## src/rtl/mem_wb_elastic_pipe.sv

```systemverilog
// mem_wb_elastic_pipe
//   MEM->WB pipeline register built from STAGES cascaded elastic slots. Each
//   slot is a main register plus a skid register, so the WB side can apply
//   back-pressure without losing MEM results and without a combinational
//   path from out_ready to in_ready. Also provides global freeze,
//   synchronous flush and the write-back value mux.
//
//   Parameters: BIT_NUMBER (data width), DEST_BITS (register index width),
//               STAGES (>=1, number of slots; sets zero-stall latency).
//
//   Ports:
//     clk, rst (synchronous, active-low), freeze, flush
//     in_valid / in_ready, WB_en_in, Mem_R_en_in, ALU_result_in,
//       Mem_read_value_in, Dest_in              -- MEM stage side
//     out_valid / out_ready, WB_en, Mem_R_en, ALU_result, Mem_read_value,
//       Dest, WB_value                          -- WB stage side (head entry)
//
//   Optional feature macro MEM_WB_PERF_CNT_EN: adds saturating 16-bit
//   stall_cnt and flush_cnt outputs. Datapath is identical either way.
module mem_wb_elastic_pipe #(
  parameter int BIT_NUMBER = 32,
  parameter int DEST_BITS  = 4,
  parameter int STAGES     = 1
) (
  input  logic                  clk,
  input  logic                  rst,
  input  logic                  freeze,
  input  logic                  flush,
  input  logic                  in_valid,
  output logic                  in_ready,
  input  logic                  WB_en_in,
  input  logic                  Mem_R_en_in,
  input  logic [BIT_NUMBER-1:0] ALU_result_in,
  input  logic [BIT_NUMBER-1:0] Mem_read_value_in,
  input  logic [DEST_BITS-1:0]  Dest_in,
  output logic                  out_valid,
  input  logic                  out_ready,
  output logic                  WB_en,
  output logic                  Mem_R_en,
  output logic [BIT_NUMBER-1:0] ALU_result,
  output logic [BIT_NUMBER-1:0] Mem_read_value,
  output logic [DEST_BITS-1:0]  Dest,
  output logic [BIT_NUMBER-1:0] WB_value
`ifdef MEM_WB_PERF_CNT_EN
  ,
  output logic [15:0]           stall_cnt,
  output logic [15:0]           flush_cnt
`endif
);

  localparam int W = 2 + 2 * BIT_NUMBER + DEST_BITS;

  // Payload packing: {WB_en, Mem_R_en, ALU_result, Mem_read_value, Dest}
  logic [W-1:0]      in_data;
  logic [W-1:0]      head_data;
  logic              head_wb_en;

  logic [STAGES-1:0] main_valid;
  logic [STAGES-1:0] skid_valid;
  logic [W-1:0]      main_data [STAGES];
  logic [STAGES-1:0] up_valid;
  logic [STAGES-1:0] down_ready;
  logic [W-1:0]      up_data [STAGES];

  assign in_data = {WB_en_in, Mem_R_en_in, ALU_result_in, Mem_read_value_in, Dest_in};

  genvar gi;
  generate
    for (gi = 0; gi < STAGES; gi++) begin : g_slot
      logic         main_valid_reg;
      logic         skid_valid_reg;
      logic [W-1:0] main_data_reg;
      logic [W-1:0] skid_data_reg;
      logic         accept;
      logic         drain;

      // Upstream of slot 0 is the MEM stage; otherwise the previous slot's main reg.
      if (gi == 0) begin : g_up_first
        assign up_valid[gi] = in_valid;
        assign up_data[gi]  = in_data;
      end else begin : g_up_chain
        assign up_valid[gi] = main_valid[gi-1];
        assign up_data[gi]  = main_data[gi-1];
      end

      // Downstream readiness is the next slot's registered skid-empty flag,
      // so ready never ripples combinationally through the chain.
      if (gi == STAGES - 1) begin : g_dn_last
        assign down_ready[gi] = out_ready & !freeze;
      end else begin : g_dn_chain
        assign down_ready[gi] = !skid_valid[gi+1] & !freeze;
      end

      assign accept = up_valid[gi] & !skid_valid_reg & !freeze;
      assign drain  = main_valid_reg & down_ready[gi];

      always_ff @(posedge clk) begin
        if (!rst) begin
          main_valid_reg <= 1'b0;
          skid_valid_reg <= 1'b0;
          main_data_reg  <= '0;
          skid_data_reg  <= '0;
        end else if (flush) begin
          main_valid_reg <= 1'b0;
          skid_valid_reg <= 1'b0;
        end else if (skid_valid_reg) begin
          // Slot is full and not accepting; skid refills main first to keep order.
          if (drain) begin
            main_data_reg  <= skid_data_reg;
            skid_valid_reg <= 1'b0;
          end
        end else if (accept) begin
          if (!main_valid_reg || drain) begin
            main_data_reg  <= up_data[gi];
            main_valid_reg <= 1'b1;
          end else begin
            skid_data_reg  <= up_data[gi];
            skid_valid_reg <= 1'b1;
          end
        end else if (drain) begin
          main_valid_reg <= 1'b0;
        end
      end

      assign main_valid[gi] = main_valid_reg;
      assign skid_valid[gi] = skid_valid_reg;
      assign main_data[gi]  = main_data_reg;
    end
  endgenerate

  // rst gating keeps the handshake quiet for the whole reset window.
  assign in_ready  = !skid_valid[0] & !freeze & rst;
  assign out_valid = main_valid[STAGES-1] & rst;

  assign head_data = main_data[STAGES-1];
  assign {head_wb_en, Mem_R_en, ALU_result, Mem_read_value, Dest} = head_data;
  assign WB_en     = head_wb_en & out_valid;
  assign WB_value  = Mem_R_en ? Mem_read_value : ALU_result;

`ifdef MEM_WB_PERF_CNT_EN
  logic [15:0] stall_cnt_reg;
  logic [15:0] flush_cnt_reg;
  logic        any_valid;

  // A skid entry implies a main entry, but checking both is cheap and robust.
  assign any_valid = |{main_valid, skid_valid};

  always_ff @(posedge clk) begin
    if (!rst) begin
      stall_cnt_reg <= '0;
      flush_cnt_reg <= '0;
    end else begin
      if (out_valid && !out_ready && !freeze && stall_cnt_reg != 16'hFFFF)
        stall_cnt_reg <= stall_cnt_reg + 16'd1;
      if (flush && any_valid && flush_cnt_reg != 16'hFFFF)
        flush_cnt_reg <= flush_cnt_reg + 16'd1;
    end
  end

  assign stall_cnt = stall_cnt_reg;
  assign flush_cnt = flush_cnt_reg;
`endif

endmodule
```

## config.mk

```make
export PLATFORM = sky130hd
export DESIGN_NAME = mem_wb_elastic_pipe
export DESIGN_NICKNAME = d
export VERILOG_FILES = /design/src/rtl/mem_wb_elastic_pipe.sv
export SDC_FILE = /design/constraint.sdc
export NUM_CORES = 1
export LEC_CHECK = 0
export ABC_AREA = 0
export CAP_MARGIN = 20
export CORE_MARGIN = 3
export CORE_UTILIZATION = 45
export CTS_BUF_LIST = sky130_fd_sc_hd__clkbuf_16
export DETAILED_ROUTE_END_ITERATION = 16
export GPL_ROUTABILITY_DRIVEN = 1
export PLACE_DENSITY = 0.77
export SETUP_SLACK_MARGIN = 0.02
export SLEW_MARGIN = 15
export SYNTH_ARGS = -nofsm -noshare
export SYNTH_HDL_FRONTEND = slang
export SYNTH_SLANG_ARGS = --single-unit
```

## constraint.sdc

```tcl
create_clock -name clk -period 1.6 [get_ports clk]
set_input_delay 0.24 -clock clk [delete_from_list [all_inputs] [get_ports clk]]
set_output_delay 0.24 -clock clk [all_outputs]
set_load 0.005 [all_outputs]
```

Word-level counts from Yosys, hierarchy flattened:

Cells that the tools add are included.

* bits in registers: 142
* latch bits: 0
* bits in writable memories: 0
* memory bits (read-only): 0
* output and inout bits: 104
* logic and storage cells: 41
* memories: 0

* $add $sub $neg: 0
* multipliers: 0
* divide/modulo/power cells: 0
* magnitude comparators: 0
* eq/ne operators: 2
* shifts and indexed selects: 0
* multiplexer cells: 12
* bitwise operators: 12
* reduce and logical (&&, ||, !) cells: 11

Operator list (number)
* $mux 70: 4
* $mux 32: 1
* $and 1x1->1: 8
* $reduce_and 4->1: 2
* $mux 1: 7
* $reduce_bool 2->1: 3
* $ne 2x1->1 const B: 2
* $not 1->1: 4
* $logic_not 1->1: 3
* $reduce_and 3->1: 1
* $reduce_or 2->1: 1
* $logic_or 1x1->1: 1

Logic depth before layout (Yosys ltp):

* depth after elaboration: 7
* depth in mapped cells: 5
* gate-level depth less buffers: 3

Least setup slack after synthesis:

No wires, ideal clock.

* path type: reg2out
* start point: reg g_slot[0].main_data_reg[68]
* end point: out WB_value[10]
* arrival time: 1263 ps
* data required time: 1360 ps
* slack: 97 ps
* cell stages (with the launch flop): 4
* buffers on the path: 2
* path through: dfxtp_1 clkbuf_1 clkbuf_1 mux2_2

* cells in the longest elaborated chain, start to end: 1

RTL lines
* start, declared: line 72 `logic [W-1:0] main_data_reg;`
* start signal, assigned: line 109 `main_data_reg <= skid_data_reg;`
* start signal, assigned: line 114 `main_data_reg <= up_data[gi];`
* $mux 32: line 138 `assign WB_value = Mem_R_en ? Mem_read_value : ALU_result;`
* end, declared: line 43 `output logic [BIT_NUMBER-1:0] WB_value`

No other way between the ends.

Worst setup path in the final report:

* start point: reg g_slot[0].main_data_reg[68]
* end point: out WB_value[4]

The elaborated chain is that of the path after synthesis.

==> results by stage <==
Synth:
- The share of the yosys chip area belonging to registers is 0.383.
- The cell area that synthesis handed to floorplanning was around 7400 um2.
- The prevailing post-synth register cell is sky130_fd_sc_hd__dfxtp_1.
- Synthesis inferred 142 register bits.
- The average instance area after synthesis is 9.19 um2.
- The synthesized netlist net count is 884.
- In the synthesized netlist, the number of instances is 808.
- For this run, the number of Yosys warnings is 0.
- Counting flops with a built-in enable in the synthesized netlist gives 0.
- The number of distinct standard cells referenced by the synthesized netlist is 22.
- The share of flip-flops with an asynchronous set or reset after synthesis is 0.

STA:
- On the final layout, the worst clock skew is 0.00750 ns.
- Timing would allow up to 550 MHz.
- The final clock period utilization by the worst path is 1.14.
- The count of endpoints failing setup in the final report is approximately 100.
- In the final timing run, aggregate negative setup slack is -12.37 ns.
- Subtracting the final worst setup slack from the clock period gives 1.82 ns.
- At the pin with the least slew margin, the transition time is 0.400 ns.
- Measured against its own limit, the worst slew margin works out to 0.733.
- The post-layout worst setup margin is -0.218 ns.
- Setup repair after global routing could not meet its margin everywhere.
- The final hold violation count is 0.
- The count of final max-slew check failures was 0.

Detailed routing:
- The number of optimization iterations in the first detailed-route pass is 4.
- The post-detailed-route DRC marker count is 0.
- Using the TritonRoute via totals, the vias-per-cell ratio works out to 4.98.
- For this block, the via count after detailed routing is 5,838.
- In the final routed layout, each cell accounts on average for 16.7 um.
- The number of nets with antenna violations after routing is 0.
- The number of violations reported at the end of detailed-routing iteration 0 is between 200 and 300.
- Summed over all layers, the routed wires come to 19.5 mm.

Worst setup path:
- Along the worst path, the maximum fanout reaches 4.
- Tracing the worst setup path back leads to its startpoint at g_slot[0].main_data_reg[68]$_SDFFE_PN0P_.
- The signal on the critical path passes through buf_12, buf_12, buf_12, mux2_4, buf_6.
- The number of cells on the worst reg-to-reg path is 5.
- The dominant cell type by count on the critical path is sky130_fd_sc_hd__buf_12.
- The endpoint identified for the worst register-to-register timing path is g_slot[0].main_data_reg[37]$_SDFFE_PN0P_.
- The kind of launch point of the worst setup path is a flip-flop.
- The critical path is of the reg -> out type.
- The data required time at the worst endpoint is 1.36 ns.
- The largest individual stage delay along the critical path comes from the cell sky130_fd_sc_hd__dfxtp_4.
- In this run the worst setup path terminates at WB_value[4].
- The worst path arrival time is 1.58 ns.
- The startpoint identified for the worst register-to-register timing path is g_slot[0].skid_valid_reg$_SDFF_PP0_.
- The worst register-to-register path has a setup slack of -0.21 ns.
- STA classifies the critical path endpoint as an output port.
- The delay of the slowest cell on the worst path is between 0.3 and 0.4 ns.

Clocking:
- The clock net in this run drives a total of 142 sinks.
- The number of clock buffers inserted by TritonCTS is 17.
- The cell sitting at the root of the clock tree is a sky130_fd_sc_hd__clkbuf_16.
- Clock-pin slew was measured on the worst setup and hold paths at 0.06 ns.
- The H-tree was split into 4 levels.
- The CTS tree is done.
- The number of buffers on the longest clock path is 2.
- The clock latency reported for the late side of the worst-skew pair is about 0.42 ns.

Finish:
- Measured on the finished design, the core utilization comes to 0.645.
- 0 antenna diodes ended up in the layout.
- The top cell types in the final layout, fill and taps aside, are 281 x sky130_fd_sc_hd__nand2_1, 139 x sky130_fd_sc_hd__mux2i_1, 136 x sky130_fd_sc_hd__clkdlybuf4s50_1.
- The share of final-layout standard cells stronger than drive strength 1 is 0.276.
- The layout-stage area growth over the synthesis result is 39.0%.
- The library cell used most frequently in the layout, excluding fill and tap cells, is sky130_fd_sc_hd__nand2_1.
- The final-stage net count is 1,021.

Floorplan:
- The initial utilization of the core area, before any placement, comes to 0.464.
- The top-level port count is 180.
- The core box area is 16,000 um2.
- The number of rows created at floorplan is 46.
- The die footprint is between 15,000 and 20,000 um2.
- The floorplan step set the die width to ~130 um.
- The chip height is 134 um.

GRT:
- The via count of the first global-routing pass was approximately 5,300.
- Entering global routing, the biggest net connects 69 pins.
- For this run, the total global-route usage over all layers was measured as 0.181.
- The first global-routing pass estimated 26.5 mm of wire.
- The total overflow reported by the global router is 0.
- The initial antenna violation count came to 0.

Placement:
- The count of buffers inserted at the top-level ports is 179.
- The HPWL after detailed placement is 10.8 mm.
- The congestion estimate from routability-driven global placement came to 0.743.

Power and ir drop:
- The total power draw is 0.00873 W.
- The maximum VDD drop is 0.000709 V.
- In this run the power density over the cells is approximately 850 nW/um2.
- The leakage power figure is 4.44 nW.

Worst hold path:
- The class of the tightest hold or removal check is in -> reg.

Outcome:
- The run finished, with violations left.
- The checks that failed: negative setup slack.

Flow run:
- Across the run, the number of max-cap violations was 0.
[per-layer routing]
metal  up-vias  wire (um)  GRT usage
li1       2876          -          -
met1      2763       8400      0.226
met2       171       9820      0.309
met3        28        901     0.0469
met4         0        418     0.0543
met5         -          0          0
[how the worst min path moves through the flow]
stage / slack (ns) / depth (start not counted) / endpoint / start
CTS: 0.12 / 3 / g_slot[0].main_data_reg[30]$_SDFFE_PN0P_ / rst
floorplan: 0.35 / 1 / g_slot[0].skid_valid_reg$_SDFF_PP0_ / out_ready
detailed placement: 0.44 / 2 / g_slot[0].skid_data_reg[51]$_SDFFE_PN0P_ / g_slot[0].skid_data_reg[51]$_SDFFE_PN0P_
finish: 0.13 / 3 / g_slot[0].main_data_reg[30]$_SDFFE_PN0P_ / rst
global placement: 0.44 / 2 / g_slot[0].skid_data_reg[23]$_SDFFE_PN0P_ / g_slot[0].skid_data_reg[23]$_SDFFE_PN0P_
global route: 0.13 / 3 / g_slot[0].main_data_reg[63]$_SDFFE_PN0P_ / rst
[repair_timing]
item	CTS	global route
cloned	1	17
gates resized for setup	98	126
endpoints found under the setup margin	37	164
pin swaps	0	1
hold buffers	0	0
setup buffers	9	12
[critical path: cells and delay by family (launching register included)]
family	cells	cell delay, ns
buf+inv	4	0.49
flops	1	0.37
mux	1	0.30
[kinds of logic (layout without fill, tap and decap cells)]
logic type | after synthesis | after routing | share of synthesized area
flip-flops | 142 | 142 | 0.383
AO/OA/AOI/OAI | 3 | 3 | 0.00320
AND/OR/NAND/NOR | 291 | 292 | 0.151
buffers and inverters | 129 | 276 | 0.118
multiplexers | 243 | 243 | 0.345
[through the flow]
stage                     setup WS, ns  cell area (um2)  instances  hold slack, ns
after floorplan                 0.0970             7430        808           0.346
after global placement          -0.207             8970       1104           0.439
after detailed placement        -0.272             8970       1104           0.445
after CTS                       -0.297             9740       1144           0.118
after global routing            -0.248            10300       1172           0.128
final                           -0.218            10300       1172           0.134
[synth_stat cells, types with 2 or more instances]
cell	n	area share
sky130_fd_sc_hd__nor2b_1	2	0.0017
sky130_fd_sc_hd__mux2i_1	141	0.19
sky130_fd_sc_hd__clkbuf_1	35	0.018
sky130_fd_sc_hd__buf_4	68	0.069
sky130_fd_sc_hd__buf_12	7	0.019
sky130_fd_sc_hd__dfxtp_1	142	0.38
sky130_fd_sc_hd__buf_1	2	0.0010
sky130_fd_sc_hd__mux2_2	102	0.15
sky130_fd_sc_hd__nand2_1	281	0.14
sky130_fd_sc_hd__buf_2	15	0.010
sky130_fd_sc_hd__and2_1	2	0.0017
[cell type report]
cell class / instances / area (um2)
multi-input cells: 538 / 3860
inverters: 1 / 3.75
well taps: 216 / 270
clock buffers: 18 / 450
fillers: 1284 / 5680
flip-flops and latches: 142 / 2880
clock inverters: 12 / 144
repair buffers: 245 / 2710
[where the power goes]
part / internal [W] / switching [W] / total, W / leakage (nW)
registers: 0.00361 / 0.0000574 / 0.00366 / 1.16
clock network: 0.00251 / 0.00150 / 0.00401 / 0.282
logic: 0.000633 / 0.000422 / 0.00106 / 3.00
Power figures use the tool's default switching activity.
